### config.mk
export PLATFORM = sky130hd
export DESIGN_NAME = ripple_carry_adder
export DESIGN_NICKNAME = d
export VERILOG_FILES = /design/src/rtl/ripple_carry_adder_pkg.sv /design/src/rtl/ripple_carry_adder_full_adder.sv /design/src/rtl/ripple_carry_adder.sv
export SDC_FILE = /design/constraint.sdc
export NUM_CORES = 1
export LEC_CHECK = 0
export BUFFER_PORTS_ARGS = -buffer_cell sky130_fd_sc_hd__buf_2
export CAP_MARGIN = 30
export CELL_PAD_IN_SITES_DETAIL_PLACEMENT = 0
export CELL_PAD_IN_SITES_GLOBAL_PLACEMENT = 1
export CORE_AREA = 4 4 41 43
export DETAILED_ROUTE_END_ITERATION = 16
export DIE_AREA = 0 0 45 47
export PLACE_DENSITY = 0.72
export SLEW_MARGIN = 20
export SYNTH_ARGS = -nofsm -noshare
export SYNTH_HDL_FRONTEND = slang
export SYNTH_SLANG_ARGS = --single-unit
### constraint.sdc
create_clock -name clk -period 6.65 [get_ports clk]
set_input_delay 0.9975 -clock clk [delete_from_list [all_inputs] [get_ports clk]]
set_output_delay 0.9975 -clock clk [all_outputs]
set_load 0.01 [all_outputs]
### src/rtl/ripple_carry_adder_pkg.sv
// Shared constants for the ripple-carry adder slice.
package ripple_carry_adder_pkg;
    localparam int DEFAULT_WIDTH = 4;
endpackage

### src/rtl/ripple_carry_adder_full_adder.sv
// One-bit full-adder cell; the top cascades WIDTH of these into a carry chain.
module full_adder (
    input  logic a,
    input  logic b,
    input  logic cin,
    output logic s,
    output logic cout
);
    logic p;

    assign p    = a ^ b;
    assign s    = p ^ cin;
    assign cout = (a & b) | (cin & p);
endmodule

### src/rtl/ripple_carry_adder.sv
// Ripple-carry adder (sum = a + b + cin) with a single output register stage.
module ripple_carry_adder
    import ripple_carry_adder_pkg::*;
#(
    parameter int WIDTH = DEFAULT_WIDTH
) (
    input  logic             clk,
    input  logic             rst,
    input  logic             in_valid,
    input  logic [WIDTH-1:0] a,
    input  logic [WIDTH-1:0] b,
    input  logic             cin,
    output logic [WIDTH-1:0] sum,
    output logic             cout,
    output logic             overflow,
    output logic             out_valid
);
    logic [WIDTH:0]   c;
    logic [WIDTH-1:0] s;

    assign c[0] = cin;

    // Strict LSB-to-MSB ripple: each cell's carry-out feeds the next cell.
    for (genvar i = 0; i < WIDTH; i++) begin : g_fa
        full_adder u_fa (
            .a    (a[i]),
            .b    (b[i]),
            .cin  (c[i]),
            .s    (s[i]),
            .cout (c[i+1])
        );
    end

    always_ff @(posedge clk) begin
        if (rst) begin
            sum       <= '0;
            cout      <= 1'b0;
            overflow  <= 1'b0;
            out_valid <= 1'b0;
        end else if (in_valid) begin
            sum       <= s;
            cout      <= c[WIDTH];
            // Signed overflow: carry into the MSB differs from carry out of it.
            overflow  <= c[WIDTH] ^ c[WIDTH-1];
            out_valid <= 1'b1;
        end else begin
            out_valid <= 1'b0;
        end
    end
endmodule

; ---- After elaboration in Yosys (flattened, before gate mapping)
; Cells that the tools add are included.
[op_classes]
n_mux = 1
bitwise = 21
[op_table]
columns = op, count
row1 = XOR 1 bit, 9
row2 = AND 1 bit, 8
row3 = OR 1 bit, 4
row4 = two-way mux 1 bit, 1
[totals]
reg_bits = 7
in_bits = 12
output_inout_bits = 7
word_cells = 26

; ---- Depth between registers and ports, before layout
[logic_depth]
depth_word = 10
depth_mapped = 9
ltp_nobuf = 9

; ---- Cells and area by module
; A second synthesis with hierarchy kept.
[unflattened]
hier_cells = 26
area_unflattened_um2 = 331.6
[modules_own_cells]
columns = module, n_inst, cells_each, area_each_um2, seq_area_each_um2
row1 = ripple_carry_adder, 1, 22, 251.5, 140.1
row2 = full_adder, 4, 1, 20.0, 0.0

; ---- Least setup slack after synthesis
; OpenSTA, ideal clock, no wires.
[synth_timing]
path_type = input -> register
from = input port a[0]
to = register sum[3]
setup_time_ns = 0.086
arrival_time_ns = 2.697
required_time_ns = 6.564
path_slack_ns = 3.867
cell_stages = 8
n_path_buf = 0
path_cell_list = inv_1 -> fa_1 -> inv_1 -> fa_1 -> fa_1 -> inv_1 -> fa_1 -> a211oi_1
[synth_between]
elab_chain_len = 8
elab_cells_between_ends = 9
classes_between = 9 x bitwise
[synth_lines]
columns = item, line
row1 = start: declaration, ripple_carry_adder.sv:10  ; input logic [WIDTH-1:0] a,
row2 = XOR 1 bit, ripple_carry_adder_full_adder.sv:11  ; assign p = a ^ b;
row3 = AND 1 bit, ripple_carry_adder_full_adder.sv:13  ; assign cout = (a & b) | (cin & p);
row4 = OR 1 bit *, ripple_carry_adder_full_adder.sv:13
row5 = AND 1 bit *, ripple_carry_adder_full_adder.sv:13
row6 = OR 1 bit *, ripple_carry_adder_full_adder.sv:13
row7 = AND 1 bit *, ripple_carry_adder_full_adder.sv:13
row8 = OR 1 bit *, ripple_carry_adder_full_adder.sv:13
row9 = XOR 1 bit *, ripple_carry_adder_full_adder.sv:12  ; assign s = p ^ cin;
row10 = end signal: assignment, ripple_carry_adder.sv:41  ; sum <= s;
row11 = end: declaration, ripple_carry_adder.sv:13  ; output logic [WIDTH-1:0] sum,
; Mark *: on every way between the ends. The rest lies on a longest branch, timed or not.
; A chain may end at the register's enable or synchronous reset.

; ---- Worst setup path after layout
; Same ends and word-level chain as after synthesis.

==> metrics <==
status completed; global-route wire length before repair approximately 1200 µm; Synth-to-Final Area Change 34.74%; final setup vio count 0; critical path class input port to flop; clock slew at reported path FFs about 0.05 ns; post-synthesis register bit count 7; Post-Syn Area per Cell between 10 and 15 µm²; Leak 0.2616 nW; CTS Buf Count 3; Hold Slack approximately 0.48 ns; later-pin clock latency in the skew report around 0.25 ns; num ports 19; chip height around 47 µm; post-synthesis sequential area ratio approximately two fifths; post-placement cell area roughly 450 µm²; DR iter-0 viols 1; fin worst setup slack 3.953 ns; synth warn 0; Internal ~0.08 mW; post-layout minimum cycle time 2.697 ns; Data required, critical path approximately 6.8 ns; Peak Freq about 370 MHz; grt total ovfl 0; ant diodes 0; final antenna-violating net count 0; share of layout cells above drive strength 1 between 40% and 50%; RSZ-0062 raised after global routing no; final RePlAce weighted congestion around 0.64; post_cts resized 0; Reg area 140.1 µm²; type of the most critical hold path flop to flop; GRT Overall Usage between 8 and 9%; Tightest Pin Transition between 0.15 and 0.2 ns; Design Area, Final about 480 µm²; setup TNS 0 ns; final non-filler cell total between 60 and 70; Routed WL approximately 700 µm; number of buffers added for setup after CTS 0; largest net degree at the start of global routing 11; maximum fanout along the worst path 2; cell area after synthesis between 300 and 400 µm²; DPL Wire Length slightly below 600 µm; distinct cell type count after synthesis 11; vias between 200 and 300; Yosys top cell by area dfxtp_1; input/output buffers 18; period utilisation layout between 40% and 50%; CTS Buffer Depth 2; vias in the first global route between 200 and 300; peak supply drop slightly below 0.09 mV; initial antenna violation count 0; DRT Pass-1 Iters 2; worst clock skew 0 ns; Root Driver clkbuf_4; Reg power frac a little over two fifths; DRC errors left 0; pre-CTS WS between 3 and 4 ns; CP Capture Type flop; area of the core 1301 µm²; Area contributors post-synth dfxtp_1, fa_1, inv_1; Wirelength per Cell about 10 µm; Sink Count 7; Mapped Cells 33; Multi-input gate area around 180 µm²; CTS Hold Bufs 0; Hold Vio Cnt, Final 0; post-layout util 36.92%; Synth top area share between 30 and 40%; Final #Nets 71; switching share of total power a little over a quarter; Die Area roughly 2100 µm²; Total Power 0.1104 mW; CTS tree built; crit start category input port; Final Slew Violations 0; Cell Pwr Density 229.8 nW/µm²; maxcap violations 0; starting density of the core 27.40%; CP Data Arrival Time between 2 and 3 ns; Clk pwr share a little over a third; cell total after placement 65; site row count 13; Post-Syn Nets just under 50; routed vias/inst 4.087; die width between 40 and 50 µm; CTS H-tree lvls 1; Fillers around 140; logic gate share of total power a little over a fifth; Max-slew headroom 86.72%; switching power about 0.030 mW
registers in the layout, indices dropped and copies added (netlist names):
name       flops
cout           1
out_valid      1
overflow       1
sum            4
layer usage:
metal	share of wire (%)	vias to the layer above	track usage [%]
met1	47	123	10.44
met4	1.7	0	8.772
met2	43	14	12.15
li1	-	143	-
met5	0	-	0
met3	7.2	2	2.682
power by group through the flow:
stage	combinational (mW)	clock [mW]	sequential [mW]
final	0.0233	0.0395	0.0475
after global routing	0.0276	0.0433	0.0478
after CTS	0.0241	0.0417	0.0475
after detailed placement	0.0239	0	0.0484
after global placement	0.0235	0	0.0484
after floorplan	0.0122	0	0.0503
logic make-up (layout without fill, tap and decap cells):
| group | after synthesis | after routing | synth area share [%] |
|---|---|---|---|
| XOR/XNOR | 1 | 1 | 2.457 |
| adder cells (fa/ha/maj) | 4 | 4 | 22.46 |
| AO/OA/AOI/OAI | 4 | 4 | 8.421 |
| buffers and inverters | 8 | 29 | 10.53 |
| multiplexers | 2 | 2 | 5.614 |
| flip-flops | 7 | 7 | 39.30 |
| AND/OR/NAND/NOR | 7 | 7 | 11.23 |
area by class of cell:
type | instances | area share, %
Clock buffer | 4 | 5.469
Tap cell | 15 | 3.906
Inverter | 7 | 5.469
Timing Repair Buffer | 18 | 18.75
Sequential cell | 7 | 29.17
Multi-Input combinational cell | 18 | 37.24
worst max-delay path: stages:
cell and delay (ns):
buf_2 0.09, inv_1 0.07, fa_1 0.17, inv_1 0.05, fa_1 0.37, fa_1 0.41
inv_1 0.09, fa_1 0.40, a211oi_1 0.22
final timing paths:
| path | slack (ns) | cells past startpoint | end | startpoint |
|---|---|---|---|---|
| worst max-delay path | 3.95 | 9 | sum[3]$_SDFFE_PP0P_ | a[0] |
| worst min-delay path | 0.48 | 2 | sum[3]$_SDFFE_PP0P_ | sum[3]$_SDFFE_PP0P_ |
| worst max register to register | 5.97 | 2 | overflow$_SDFFE_PP0P_ | overflow$_SDFFE_PP0P_ |
| worst min register to register | 0.48 | 2 | sum[3]$_SDFFE_PP0P_ | sum[3]$_SDFFE_PP0P_ |
synthesized netlist by cell type:
cell      count
nor2_1        5
inv_1         7
nor3b_1       1
xnor2_1       1
dfxtp_1       7
nor2b_4       1
fa_1          4
a211oi_1      3
a21o_1        1
mux2i_1       2
buf_6         1
cells in the final DEF (no fill, tap or decap):
| cell | n |
|---|---|
| xnor2_1 | 1 |
| nor3b_1 | 1 |
| a21o_1 | 1 |
| nor2b_4 | 1 |
| mux2i_1 | 2 |
| dfxtp_1 | 7 |
| clkbuf_1 | 1 |
| fa_1 | 4 |
| buf_2 | 18 |
| inv_1 | 7 |
| clkbuf_4 | 3 |
| nor2_1 | 5 |
| a211oi_1 | 3 |
No activity file was read; power rests on OpenSTA's default activity.
